===== src/rtl/hlayer_pp_scheduler_pkg.sv =====
// Shared definitions for the hidden-layer-1 potential-processing scheduler:
// default geometry, FSM state encoding and the potential_bus slice helper.
package hlayer_pp_scheduler_pkg;

  localparam int N_NEURON = 8;
  localparam int W_POT    = 32;
  localparam int T_TU     = 350;
  localparam int TW_TU    = 9;

  typedef enum logic [3:0] {
    ST_IDLE       = 4'd0,
    ST_INIT       = 4'd1,
    ST_TU_START   = 4'd2,
    ST_WAIT_PP1   = 4'd3,
    ST_WAIT_PP2   = 4'd4,
    ST_WAIT_PP3M  = 4'd5,
    ST_ARGMAX     = 4'd6,
    ST_ISSUE_PP3M = 4'd7,
    ST_WAIT_PP3   = 4'd8,
    ST_TU_END     = 4'd9,
    ST_DONE       = 4'd10
  } pp_state_e;

  // LSB position of neuron idx inside a packed potential bus.
  function automatic int pot_lsb(input int idx, input int w);
    return idx * w;
  endfunction

endpackage


===== src/rtl/hlayer_pp_scheduler_wta.sv =====
// Serial winner-take-all scan: N cycles starting with the cycle start is seen.
// done/idx are valid in the last scan cycle and already include its compare.
module wta_argmax_serial
  import hlayer_pp_scheduler_pkg::*;
#(
  parameter int N = N_NEURON,
  parameter int W = W_POT
) (
  input  logic                 clk,
  input  logic                 rst,
  input  logic                 start,
  input  logic [N*W-1:0]       potential_bus,
  output logic                 done,
  output logic [$clog2(N)-1:0] idx
);

  localparam int IW = $clog2(N);

  logic signed [W-1:0] pot_s [N];
  logic signed [W-1:0] best_r;
  logic [IW-1:0]       idx_r;
  logic [IW-1:0]       cnt_r;
  logic                active_r;
  logic                gt_s;

  // Unpack the potential bus into signed per-neuron values.
  always_comb begin
    for (int i = 0; i < N; i++) begin
      pot_s[i] = potential_bus[pot_lsb(i, W) +: W];
    end
  end

  assign gt_s = active_r && (pot_s[cnt_r] > best_r);
  assign done = active_r && (cnt_r == IW'(N - 1));
  assign idx  = gt_s ? cnt_r : idx_r;

  // Scan state: load neuron 0, then strict greater-than keeps the lowest index on ties.
  always_ff @(posedge clk or posedge rst) begin
    if (rst) begin
      best_r   <= '0;
      idx_r    <= '0;
      cnt_r    <= '0;
      active_r <= 1'b0;
    end else if (start) begin
      best_r   <= pot_s[0];
      idx_r    <= '0;
      cnt_r    <= IW'(1);
      active_r <= 1'b1;
    end else if (active_r) begin
      if (gt_s) begin
        best_r <= pot_s[cnt_r];
        idx_r  <= cnt_r;
      end
      if (cnt_r == IW'(N - 1)) begin
        active_r <= 1'b0;
      end else begin
        cnt_r <= cnt_r + IW'(1);
      end
    end else begin
      active_r <= 1'b0;
    end
  end

endmodule


===== src/rtl/hlayer_pp_scheduler.sv =====
// Per-image / per-TU sequencer for the hidden-layer-1 neurons (pp1, pp2 or WTA+pp3 per TU).
// Optional macro PP_WATCHDOG_EN adds a WAIT-state watchdog driving the sticky err flag.
module hlayer_pp_scheduler
  import hlayer_pp_scheduler_pkg::*;
#(
  parameter int N  = N_NEURON,
  parameter int W  = W_POT,
  parameter int T  = T_TU,
  parameter int TW = TW_TU
`ifdef PP_WATCHDOG_EN
  , parameter int WD_CYC = 4096
`endif
) (
  input  logic                 clk,
  input  logic                 rst,
  input  logic                 start_img,
  input  logic                 learn,
  input  logic                 spike_ip_any,
  input  logic [N-1:0]         valid_pp1,
  input  logic [N-1:0]         valid_pp2,
  input  logic [N-1:0]         valid_pp3m,
  input  logic [N-1:0]         valid_pp3,
  input  logic [N*W-1:0]       potential_bus,
  output logic                 start_core_img,
  output logic                 start_pp1,
  output logic                 start_pp2,
  output logic                 start_pp3,
  output logic                 start_pp3m,
  output logic [N-1:0]         won_lost_hold,
  output logic                 TU_incre,
  output logic [TW-1:0]        tu_count,
  output logic [$clog2(N)-1:0] winner_idx,
  output logic                 busy,
  output logic                 img_done,
  output logic                 err
);

  localparam int IW = $clog2(N);

  pp_state_e     st_r;
  logic [N-1:0]  collect_r;
  logic [N-1:0]  valid_sel_s;
  logic [N-1:0]  collect_next_s;
  logic          in_wait_s;
  logic          wd_hit_s;
  logic          exit_s;
  logic          argmax_start_r;
  logic          wta_done_s;
  logic [IW-1:0] wta_idx_s;

  // Only the valid bus belonging to the current wait state is collected.
  always_comb begin
    valid_sel_s = '0;
    in_wait_s   = 1'b1;
    case (st_r)
      ST_WAIT_PP1:  valid_sel_s = valid_pp1;
      ST_WAIT_PP2:  valid_sel_s = valid_pp2;
      ST_WAIT_PP3M: valid_sel_s = valid_pp3m;
      ST_WAIT_PP3:  valid_sel_s = valid_pp3;
      default:      in_wait_s   = 1'b0;
    endcase
  end

  assign collect_next_s = collect_r | valid_sel_s;
  assign exit_s         = (&collect_next_s) | wd_hit_s;

`ifdef PP_WATCHDOG_EN
  localparam int WDW = $clog2(WD_CYC + 1);
  logic [WDW-1:0] wd_cnt_r;
  logic           err_r;

  assign wd_hit_s = in_wait_s && (wd_cnt_r == WDW'(WD_CYC - 1));
  assign err      = err_r;

  // Counter restarts whenever the FSM is outside a wait state; err is sticky.
  always_ff @(posedge clk or posedge rst) begin
    if (rst) begin
      wd_cnt_r <= '0;
      err_r    <= 1'b0;
    end else begin
      if (in_wait_s) begin
        wd_cnt_r <= wd_cnt_r + WDW'(1);
      end else begin
        wd_cnt_r <= '0;
      end
      if (wd_hit_s) begin
        err_r <= 1'b1;
      end
    end
  end
`else
  assign wd_hit_s = 1'b0;
  assign err      = 1'b0;
`endif

  wta_argmax_serial #(.N(N), .W(W)) u_wta (
    .clk           (clk),
    .rst           (rst),
    .start         (argmax_start_r),
    .potential_bus (potential_bus),
    .done          (wta_done_s),
    .idx           (wta_idx_s)
  );

  // Main sequencer with registered pulse and status outputs.
  always_ff @(posedge clk or posedge rst) begin
    if (rst) begin
      st_r           <= ST_IDLE;
      collect_r      <= '0;
      argmax_start_r <= 1'b0;
      start_core_img <= 1'b0;
      start_pp1      <= 1'b0;
      start_pp2      <= 1'b0;
      start_pp3      <= 1'b0;
      start_pp3m     <= 1'b0;
      won_lost_hold  <= '0;
      TU_incre       <= 1'b0;
      tu_count       <= '0;
      winner_idx     <= '0;
      busy           <= 1'b0;
      img_done       <= 1'b0;
    end else begin
      start_core_img <= 1'b0;
      start_pp1      <= 1'b0;
      start_pp2      <= 1'b0;
      start_pp3      <= 1'b0;
      start_pp3m     <= 1'b0;
      TU_incre       <= 1'b0;
      img_done       <= 1'b0;
      argmax_start_r <= 1'b0;
      case (st_r)
        ST_IDLE: begin
          if (start_img) begin
            st_r <= ST_INIT;
            busy <= 1'b1;
          end
        end
        ST_INIT: begin
          start_core_img <= 1'b1;
          tu_count       <= '0;
          st_r           <= ST_TU_START;
        end
        ST_TU_START: begin
          collect_r <= '0;
          if (!spike_ip_any) begin
            start_pp1 <= 1'b1;
            st_r      <= ST_WAIT_PP1;
          end else if (!learn) begin
            start_pp2 <= 1'b1;
            st_r      <= ST_WAIT_PP2;
          end else begin
            start_pp3 <= 1'b1;
            st_r      <= ST_WAIT_PP3M;
          end
        end
        ST_WAIT_PP1, ST_WAIT_PP2, ST_WAIT_PP3M, ST_WAIT_PP3: begin
          collect_r <= wd_hit_s ? '1 : collect_next_s;
          if (exit_s) begin
            if (st_r == ST_WAIT_PP3M) begin
              argmax_start_r <= 1'b1;
              st_r           <= ST_ARGMAX;
            end else begin
              st_r <= ST_TU_END;
            end
          end
        end
        ST_ARGMAX: begin
          if (wta_done_s) begin
            winner_idx <= wta_idx_s;
            st_r       <= ST_ISSUE_PP3M;
          end
        end
        ST_ISSUE_PP3M: begin
          won_lost_hold <= {{(N-1){1'b0}}, 1'b1} << winner_idx;
          start_pp3m    <= 1'b1;
          collect_r     <= '0;
          st_r          <= ST_WAIT_PP3;
        end
        ST_TU_END: begin
          TU_incre      <= 1'b1;
          won_lost_hold <= '0;
          if (tu_count == TW'(T - 1)) begin
            st_r <= ST_DONE;
          end else begin
            tu_count <= tu_count + TW'(1);
            st_r     <= ST_TU_START;
          end
        end
        ST_DONE: begin
          img_done <= 1'b1;
          busy     <= 1'b0;
          st_r     <= ST_IDLE;
        end
        default: begin
          busy <= 1'b0;
          st_r <= ST_IDLE;
        end
      endcase
    end
  end

endmodule

===== config.mk =====
export PLATFORM = sky130hd
export DESIGN_NAME = hlayer_pp_scheduler
export DESIGN_NICKNAME = d
export VERILOG_FILES = /design/src/rtl/hlayer_pp_scheduler_pkg.sv /design/src/rtl/hlayer_pp_scheduler_wta.sv /design/src/rtl/hlayer_pp_scheduler.sv
export SDC_FILE = /design/constraint.sdc
export NUM_CORES = 1
export LEC_CHECK = 0
export CORE_MARGIN = 5
export CORE_UTILIZATION = 39
export CTS_CLUSTER_DIAMETER = 150
export CTS_CLUSTER_SIZE = 25
export DETAILED_ROUTE_END_ITERATION = 6
export PLACE_DENSITY = 0.87
export SYNTH_ARGS = -nofsm -noshare
export SYNTH_HDL_FRONTEND = slang
export SYNTH_SLANG_ARGS = --single-unit

===== constraint.sdc =====
create_clock -name clk -period 4 [get_ports clk]
set_clock_uncertainty 0.1 [all_clocks]
set_input_delay 1 -clock clk [delete_from_list [all_inputs] [get_ports clk]]
set_output_delay 1 -clock clk [all_outputs]
set_load 0.01 [all_outputs]

# Word-level counts from Yosys, hierarchy flattened
# Cells that the tools add are included.
dict set report totals {
  elab_cells 106
  output_inout_bits 29
  ff_bits 80
  inputBits 293
}
dict set report op_classes {
  add_sub_neg 2
  reduce_logical 18
  bitwise 3
  order_cmp 2
  n_mux 45
  shifts 1
  n_eq_ne 17
}
# op n
set op_table {}
lappend op_table {{$mux 32} 5}
lappend op_table {{$bmux 32 s3} 1}
lappend op_table {{$gt 32x32->1} 1}
lappend op_table {{$pmux 8 s2} 2}
lappend op_table {{$pmux 8 s4} 1}
lappend op_table {{$pmux 4 s7} 1}
lappend op_table {{$mux 3} 7}
lappend op_table {{$mux 1} 20}
lappend op_table {{$mux 4} 5}
lappend op_table {{$pmux 9 s2} 1}
lappend op_table {{$eq 4x3->1 const B} 4}
lappend op_table {{$eq 4x4->1 const B} 3}
lappend op_table {{$reduce_and 2->1} 5}
lappend op_table {{$reduce_bool 2->1} 5}
lappend op_table {{$add 9x1->9 const B} 1}
lappend op_table {{$eq 9x9->1 const B} 1}
lappend op_table {{$mux 9} 1}
lappend op_table {{$reduce_or 9->1} 1}
lappend op_table {{$eq 4x2->1 const B} 2}
lappend op_table {{$ne 2x2->1 const B} 4}
lappend op_table {{$or 8x8->8} 1}
lappend op_table {{$reduce_and 8->1} 1}
lappend op_table {{$shl 1x3->8 const A} 1}
lappend op_table {{$eq 4x1->1 const B} 1}
lappend op_table {{12 further kinds} 13}

# Longest topological paths before layout
# Gate-level depths: netlist (run 1).
dict set report logic_depth {
  ltp_word 9
  depth_mapped 15
  depth_no_buf 10
}

# Cells and area by module
# A second synthesis (run 1) with hierarchy kept.
dict set report unflattened {
  cells_unflattened 615
  area_unflattened_um2 6681.4
}
# module cells_per_inst area_each_um2 instances seq_area_each_um2
set by_module_without_submodules {}
lappend by_module_without_submodules {wta_argmax_serial 396 4553.1 1 975.9}
lappend by_module_without_submodules {hlayer_pp_scheduler 219 2128.3 1 1026.0}

# Worst setup path before layout (run 1)
# No wires, ideal clock.
dict set report synth_path {
  path_type {register -> register}
  start {register u_wta.cnt_r[0]}
  end {register winner_idx[2]}
  n_path_buf 4
  slack_ns -0.109
  stages_incl_launch_ff 15
  arrival_ns 3.858
  required_ns 3.749
  synth_period_minus_slack_ns 4.109
  setup_ns 0.151
  path_cell_list {dfrtp_1 -> buf_1 -> mux4_2 -> mux2_2 -> ha_1 -> a21oi_2 -> o21ai_1 -> a221o_1 -> a2111o_1 -> o211a_1 -> clkbuf_1 -> buf_4 -> buf_6 -> o21ai_1 -> a31oi_1}
}
dict set report synth_between {
  elab_chain_len 7
  elab_cells_between_ends 10
  classes_between {1 x order compare; 1 x eq/ne; 4 x mux; 1 x bitwise; 3 x reduce/logical}
}
# element line
set synth_rtl {}
lappend synth_rtl {{start: declaration} hlayer_pp_scheduler_wta.sv:22} ;# logic [IW-1:0] cnt_r;
lappend synth_rtl {{start signal: assignment} hlayer_pp_scheduler_wta.sv:57} ;# cnt_r <= cnt_r + IW'(1);
lappend synth_rtl {{$not 3->4 (implied by the code)} hlayer_pp_scheduler_wta.sv:33} ;# assign gt_s = active_r && (pot_s[cnt_r] > best_r);
lappend synth_rtl {{$bmux 32 s3} hlayer_pp_scheduler_wta.sv:33}
lappend synth_rtl {{$mux 32 (implied by the code) (2 in a row)} hlayer_pp_scheduler_wta.sv:33}
lappend synth_rtl {{$gt 32x32->1} hlayer_pp_scheduler_wta.sv:33}
lappend synth_rtl {{$logic_and 1x1->1} hlayer_pp_scheduler_wta.sv:33}
lappend synth_rtl {{$mux 3} hlayer_pp_scheduler_wta.sv:35} ;# assign idx = gt_s ? cnt_r : idx_r;
lappend synth_rtl {{end signal: assignment} hlayer_pp_scheduler.sv:169} ;# winner_idx <= wta_idx_s;
lappend synth_rtl {{end: declaration} hlayer_pp_scheduler.sv:32} ;# output logic [$clog2(N)-1:0] winner_idx,
# Several ways; a longest one is shown, not always the timed one. The select of a mux whose other input is x is not followed.
# A chain may end at the register's enable or synchronous reset.

# Final worst setup path (run 1)
dict set report layout_path {
  start {input port potential_bus[117]}
  end {register u_wta.best_r[2]}
}
dict set report layout_between {
  elab_chain_len 7
}
# element line
set layout_rtl {}
lappend layout_rtl {{start: declaration} hlayer_pp_scheduler.sv:23} ;# input logic [N*W-1:0] potential_bus,
lappend layout_rtl {{$bmux 32 s3} hlayer_pp_scheduler_wta.sv:33}
lappend layout_rtl {{$mux 32 (implied by the code) (2 in a row)} hlayer_pp_scheduler_wta.sv:33}
lappend layout_rtl {{$gt 32x32->1} hlayer_pp_scheduler_wta.sv:33}
lappend layout_rtl {{$logic_and 1x1->1} hlayer_pp_scheduler_wta.sv:33}
lappend layout_rtl {{$reduce_bool 2->1 (no line)} n/a}
lappend layout_rtl {{$reduce_and 2->1 (no line)} n/a}
lappend layout_rtl {{end signal: assignment} hlayer_pp_scheduler_wta.sv:45} ;# best_r <= pot_s[0];
lappend layout_rtl {{end signal: assignment} hlayer_pp_scheduler_wta.sv:51} ;# best_r <= pot_s[cnt_r];
lappend layout_rtl {{end: declaration} hlayer_pp_scheduler_wta.sv:20} ;# logic signed [W-1:0] best_r;
# Every way passes these cells. The select of a mux whose other input is x is not followed.

==> results of run 1 <==
state kept, by name, indices dropped and copies added, names as in the netlist, 3 cells and up:
name,count
tu_count,9
winner_idx,3
won_lost_hold,8
u_wta.cnt_r,3
st_r,4
collect_r,8
u_wta.idx_r,3
u_wta.best_r,32
per-layer routing:
layer  wire length [um]  part of all wire [%]
met1              10100                    38
met2              14000                    53
met3               1810                   6.8
met4                592                   2.2
met5                 11                 0.042
tightest hold or removal path, delay by kind of cell, from the launching register on:
kind,cells,cell delay (ns)
flops,1,0.34
simple gates,1,0.05
compound gates,1,0.07
power by group through the flow:
| stage | combinational [mW] | clock, mW | sequential [mW] |
|---|---|---|---|
| after CTS | 5.46 | 0.856 | 1.46 |
| after floorplan | 3.27 | 0 | 1.30 |
| after global routing | 6.19 | 0.893 | 1.52 |
| final | 5.69 | 0.841 | 1.47 |
| after detailed placement | 4.48 | 0 | 1.46 |
| after global placement | 4.33 | 0 | 1.44 |
logic make-up (layout without fill, tap and decap cells):
family | count (synthesis) | after routing | share of synthesized area [%]
other cells | 1 | 3 | 0.0512
compound gates | 161 | 162 | 18.5
simple gates | 181 | 181 | 16.0
flops | 80 | 80 | 27.3
mux | 98 | 98 | 24.9
xor+xnor | 7 | 7 | 0.837
buf+inv | 95 | 463 | 6.30
fa+ha+maj | 36 | 36 | 6.15
stage by stage:
stage | total power [mW] | util (%) | worst slack (ns) | cells
floorplan | 4.57 | - | 0.000715 | 659
global placement | 5.77 | 59.8 | -0.656 | 1216
detailed placement | 5.93 | 59.8 | -0.691 | 1216
CTS | 7.77 | 64.5 | -0.00274 | 1252
global route | 8.60 | 65.8 | -0.124 | 1263
finish | 8.00 | 65.8 | -0.0354 | 1264
cells in the final DEF (no fill, tap or decap), types with 28 or more instances in the layout:
| cell | netlist | final |
|---|---|---|
| ha_4 | 0 | 28 |
| dlymetal6s2s_1 | 0 | 37 |
| buf_4 | 2 | 61 |
| dfrtp_1 | 80 | 76 |
| o31ai_2 | 29 | 29 |
| inv_1 | 38 | 37 |
| nor3_2 | 29 | 28 |
| dlygate4sd2_1 | 0 | 128 |
| mux4_2 | 64 | 64 |
| nand2_1 | 51 | 50 |
| clkdlybuf4s50_1 | 0 | 102 |
| mux2_4 | 0 | 29 |
how the worst min path moves through the flow:
stage                      from  slack (ns)  cells past startpoint          endpoint
6_report       won_lost_hold[6]        0.40                      2  won_lost_hold[6]
5_1_grt        won_lost_hold[6]        0.43                      2  won_lost_hold[6]
4_1_cts        won_lost_hold[6]        0.41                      2  won_lost_hold[6]
3_5_place_dp   won_lost_hold[6]        0.39                      2  won_lost_hold[6]
3_3_place_gp   won_lost_hold[6]        0.37                      2  won_lost_hold[6]
2_1_floorplan  won_lost_hold[5]        0.42                      2  won_lost_hold[5]
area by class of cell:
cell class                 count  area (um^2)  share of cell area, %
tap                          234          293                   2.39
sequential                    80         2010                   16.5
inverter                      39          148                   1.21
clock buffer                  10          229                   1.87
clock inverter                 6         67.6                  0.553
timing repair buffer         408         3950                   32.3
antenna                        2         5.00                 0.0409
multi-input combinational    485         5530                   45.2
timing repair:
action,in CTS,in global routing
endpoints found under the setup margin,38,38
gates cloned,4,0
setup buffers,17,11
pin swaps,49,42
gates resized for setup,345,76
==> results.toml, run 1 <==
[sta]
setup_violations = 7
worstMarginPinSlew_ns = 1.14
finalSetupTns_ns = -0.151
worst_slack_ns = -0.0354
period_share_pct = 101
max_freq_ghz = 0.248
maxSlewHeadroom_pct = 23.1
finalCriticalPeriod_ns = 4.04
rsz0062_at_grt = "yes"
slew_viol_final = 0
hold_viol = 0
fin_hold_ws_ns = 0.398

[critical_path]
worstPathRequired_ns = 4.10
cp_top_family = "compound AO/OA/AOI/OAI gates"
crit_top_cell = "buf_12"
worst_path_max_delay_cell = "a2111o_1"
startpoint_type = "input port"
rr_startpoint = "u_wta.cnt_r[0]"
r2r-end = "u_wta.best_r[2]"
cpPeakStageDelay_ns = 0.51
worstPathArrival_ns = 4.13
path_buf_inv = 4
crit_path_start = "potential_bus[117]"
crit_chain = "clkdlybuf4s15_1 > mux4_2 > mux2_4 > ha_4 > and4_1 > a221o_1 > a2111o_1 > nor4b_4 > buf_6 > buf_12 > buf_12 > o21ba_4 > o31ai_4"
crit_fanout = 7
rrSetupSlack_ns = 0.01
cp_num_cells = 13
endpoint = "u_wta.best_r[2]"
crit_type = "in -> reg"
worstRegToRegCells = 14
endpoint_kind = "flip-flop"

[outcome]
status = "complete, but fails checks"
violations = "setup timing"

[die]
die_y_um = 147
initial_core_util_pct = 39.4
ioPinCount = 322
coreArea_um2 = 18600
die-area_um2 = 21600
die_x_um = 147
rows = 50

[final_layout]
area_growth_pct = 66.9
nets = 1352
stdcell_area_um2 = 12200
drive_gt1_share_pct = 36.8
fillers = 1420

[global_routing]
grt.overflow.total = 0
use_met3_pct = 6.08
grt_max_degree = 72
gr-usage-met1_pct = 27.6
grt_use_total_pct = 23.6
antenna_found_initial = 2
grtUsageMet2_pct = 43.5
grt_pass1_vias = 7787
top_usage_layer = "met2"
grt_pass1_wl_mm = 40.9

[synthesis]
syn_area_um2 = 7320
synthArstFlopShare_pct = 100
yosysWarnings = 0
synth_edf_count = 0
ys_top_cells_by_area = "dfrtp_1, mux4_2, ha_1"
synth_seq_cells = 80
yosysMostFrequentCell = "dfrtp_1"
synth_area_leader_cell = "dfrtp_1"
syn_avg_cell_area_um2 = 11.1
syn_inst = 659
syn_nets = 988
yosysSeqAreaShare_pct = 27.3
yosysTopAreaCellShare_pct = 27.3
synthTopCellsByCount = "dfrtp_1, mux4_2, nand2_1, inv_1, ha_1"
yosys.cell_types.count = 67
synth_ff_type = "dfrtp_1"

[worst_hold_path]
min_path_type = "reg -> reg"

[pwr]
p_per_area_nw_per_um2 = 655
p_switching_mw = 3.12
combPwrFrac_pct = 71.1
internal-power_mw = 4.88
pwr-share-seq_pct = 18.4
peakVddDrop_mv = 0.374
swShare_pct = 39.0
clkPwrFrac_pct = 10.5
p_leak_nw = 5.42

[placement]
dpl_cell_area_um2 = 11100
io_buffers = 320
dp_hpwl_mm = 19.4
gp_congestion = 0.864

[detailed_routing]
drc = 0
drt_first_pass_iters = 4
drt_iter0_drc = 291
viasPerCell = 5.61
ant_nets = 0
routedWlPerCell_um = 20.9
num_vias = 7089
drt-total-wl_mm = 26.5

[cts]
cts_max_level = 3
ctsRootBufferMaster = "clkbuf_16"
cts.path.max_buffers = 2
cts_tree = "yes"
ctsHoldBuffers = 0
clk_pin_slew_worst_paths_ns = 0.06
cts_sinks = 80
cts_made_buffers = 9
clk_latency_ns = 0.35

[run]
max-cap-violations = 0
(Power assumes the default switching activity.)
==> inputs of run 2 (changes only) <==
--- a/config.mk
+++ b/config.mk
@@ -6,11 +6,12 @@
 export NUM_CORES = 1
 export LEC_CHECK = 0
 export CORE_MARGIN = 5
-export CORE_UTILIZATION = 39
+export CORE_UTILIZATION = 55
 export CTS_CLUSTER_DIAMETER = 150
 export CTS_CLUSTER_SIZE = 25
 export DETAILED_ROUTE_END_ITERATION = 6
-export PLACE_DENSITY = 0.87
+export DONT_BUFFER_PORTS = 1
+export PLACE_DENSITY = 0.82
 export SYNTH_ARGS = -nofsm -noshare
 export SYNTH_HDL_FRONTEND = slang
 export SYNTH_SLANG_ARGS = --single-unit
==> run 2 against run 1 <==
The flow still finishes with violations (setup timing). Die area shrank 27%. Worst setup slack worse by 0.055 ns. Sequential cell count unchanged. Power is 11% lower. Largest cell class unchanged. Largest power group unchanged.
==> results.toml, run 2 (synthesis gave the netlist of run 1 again) <==
[outcome]
status = "complete, but fails checks"
violations = "setup timing"

[global_routing]
grt_max_degree = 56
grt_pass1_wl_mm = 33.6
grt.overflow.total = 0
antenna_found_initial = 7
grt_use_total_pct = 26.6
grt_pass1_vias = 6188

[worst_hold_path]
min_path_cells = 2
min_from = "won_lost_hold[5]"
min_path_type = "reg -> reg"
whs_endpoint = "won_lost_hold[5]"

[critical_path]
rr_startpoint = "u_wta.cnt_r[0]"
crit_type = "reg -> reg"
rrSetupSlack_ns = -0.09
cpPeakStageDelay_ns = 0.51
r2r-end = "u_wta.best_r[6]"
crit_fanout = 8
worstPathArrival_ns = 4.20
path_buf_inv = 5
cp_top_family = "compound AO/OA/AOI/OAI gates"
worstRegToRegCells = 15
worst_path_max_delay_cell = "mux4_2"
endpoint_kind = "flip-flop"
startpoint_type = "flip-flop"
worstPathRequired_ns = 4.11
crit_chain = "buf_16 > buf_12 > mux4_2 > mux2_2 > ha_4 > a21oi_1 > nand2_1 > a221o_1 > a2111o_1 > nor4b_4 > buf_4 > buf_8 > clkbuf_16 > o21ba_4 > o31ai_2"

[pwr]
internal-power_mw = 4.32
p_leak_nw = 3.47
pwr-share-seq_pct = 21.0
p_per_area_nw_per_um2 = 826
power.total_mw = 7.13
clkPwrFrac_pct = 12.7
peakVddDrop_mv = 0.516
combPwrFrac_pct = 66.3
swShare_pct = 39.4
p_switching_mw = 2.81

[placement]
dp_hpwl_mm = 17.0
dp_cells = 808
io_buffers = 0
gp_congestion = 0.918

[cts]
cts_made_buffers = 9
cts_max_level = 3
clk_pin_slew_worst_paths_ns = 0.07
clk_latency_ns = 0.34
cts.path.max_buffers = 2
cts_sinks = 80
ctsRootBufferMaster = "clkbuf_16"
cts_tree = "yes"

[detailed_routing]
drt-total-wl_mm = 23.5
drc = 0
routedWlPerCell_um = 27.2
drt_iter0_drc = 478
drt_first_pass_iters = 5
ant_nets = 0
num_vias = 6123
viasPerCell = 7.07

[final_layout]
final_common_cell = "dfrtp_1"
fillers = 912
largestRegisters = "u_wta.best_r: 32 flops, tu_count: 9 flops"
nets = 1008
fin_cells = 866
drive_gt1_share_pct = 42.6
area_growth_pct = 17.8
largest_reg_flops = 32
mostFrequentLayoutCells = "dfrtp_1, mux4_2, nand2_1"
largest_register = "u_wta.best_r"

[die]
initial_core_util_pct = 55.8
rows = 42
die_y_um = 125
coreArea_um2 = 13100
die-area_um2 = 15700
ioPinCount = 322
die_x_um = 125

[sta]
maxSlewHeadroom_pct = 32.8
slew_viol_final = 0
worst_slack_ns = -0.0906
setup_violations = 32
worstMarginPinSlew_ns = 1.01
hold_viol = 0
finalCriticalPeriod_ns = 4.09
period_share_pct = 102
max_freq_ghz = 0.244
rsz0062_at_grt = "yes"

[run]
max-cap-violations = 0
==> run 2: changes by cell type in the layout (fill, tap and decap cells not counted), moves of 26 or more <==
cell | before | now
clkdlybuf4s50_1 | 102 | 0
dlygate4sd2_1 | 128 | 0
dlymetal6s2s_1 | 37 | 0
clkdlybuf4s15_1 | 26 | 0
==> run 2: per-stage QoR <==
stage / utilization [%] / cell area, um^2 / TNS, ns / hold slack [ns] / setup WS [ns]
3_5_place_dp: 57.5 / 7550 / -5.91 / 0.446 / -0.188
6_report: 65.7 / 8630 / -1.76 / 0.456 / -0.0906
2_1_floorplan: - / 7350 / 0 / 0.417 / 0.000715
4_1_cts: 59.9 / 7870 / 0 / 0.461 / 0.00514
5_1_grt: 65.6 / 8620 / -4.96 / 0.479 / -0.181
3_3_place_gp: 57.5 / 7550 / -2.47 / 0.441 / -0.0778
==> run 2: layer usage <==
| metal | global-route usage, % | up-vias | routed length, um | share of wire (%) |
|---|---|---|---|---|
| met5 | 0 | - | 19 | 0.081 |
| met3 | 8.06 | 87 | 2060 | 8.7 |
| met4 | 11.4 | 2 | 961 | 4.1 |
| met1 | 30.1 | 3019 | 8340 | 35 |
| li1 | - | 2603 | - | - |
| met2 | 46.6 | 412 | 12100 | 52 |
==> run 2: worst max path at each step <==
stage                        from         endpoint  slack, ns  cells past startpoint
6_report           u_wta.cnt_r[0]  u_wta.best_r[6]      -0.09                     15
3_5_place_dp   potential_bus[118]  u_wta.best_r[5]      -0.19                     11
3_3_place_gp   potential_bus[243]  u_wta.best_r[9]      -0.08                     12
5_1_grt            u_wta.cnt_r[0]  u_wta.best_r[8]      -0.18                     15
4_1_cts            u_wta.cnt_r[0]  u_wta.best_r[7]      0.005                     13
2_1_floorplan  potential_bus[243]  u_wta.best_r[3]     0.0007                     12
==> run 2: worst register-to-register path: cells and delay by family, from the launching register on <==
| family | cells | cell delay [ns] |
|---|---|---|
| flip-flops | 1 | 0.48 |
| adder cells (fa/ha/maj) | 1 | 0.23 |
| multiplexers | 2 | 0.83 |
| AND/OR/NAND/NOR | 2 | 0.37 |
| AO/OA/AOI/OAI | 5 | 1.15 |
| buffers and inverters | 5 | 0.80 |
==> run 2: area by class of cell <==
class | instances | area [um^2] | area share, %
antenna | 7 | 17.5 | 0.203
clock buffer | 9 | 225 | 2.61
clock inverter | 6 | 93.8 | 1.09
inverter | 39 | 148 | 1.71
multi-input combinational | 484 | 5110 | 59.2
sequential | 80 | 2010 | 23.3
tap | 176 | 220 | 2.55
timing repair buffer | 65 | 803 | 9.31
==> run 2: power groups by stage <==
| stage | registers, mW | logic [mW] | clock network, mW |
|---|---|---|---|
| global placement | 1.46 | 3.70 | 0 |
| floorplan | 1.30 | 3.27 | 0 |
| finish | 1.50 | 4.73 | 0.906 |
| global route | 1.54 | 5.12 | 0.955 |
| detailed placement | 1.48 | 3.90 | 0 |
| CTS | 1.47 | 3.93 | 0.923 |
==> run 2: what timing repair did <==
action,CTS,global route
endpoints found under the setup margin,0,38
buffers inserted,0,30
hold buffers,0,0
gates resized for setup,0,54
==> inputs of run 3 (changes only) <==
--- a/config.mk
+++ b/config.mk
@@ -12,6 +12,7 @@
 export DETAILED_ROUTE_END_ITERATION = 6
 export DONT_BUFFER_PORTS = 1
 export PLACE_DENSITY = 0.82
+export SLEW_MARGIN = 25
 export SYNTH_ARGS = -nofsm -noshare
 export SYNTH_HDL_FRONTEND = slang
 export SYNTH_SLANG_ARGS = --single-unit
==> results of run 3 <==
Same layout as run 2: the final DEF is identical, and so are final timing and power.
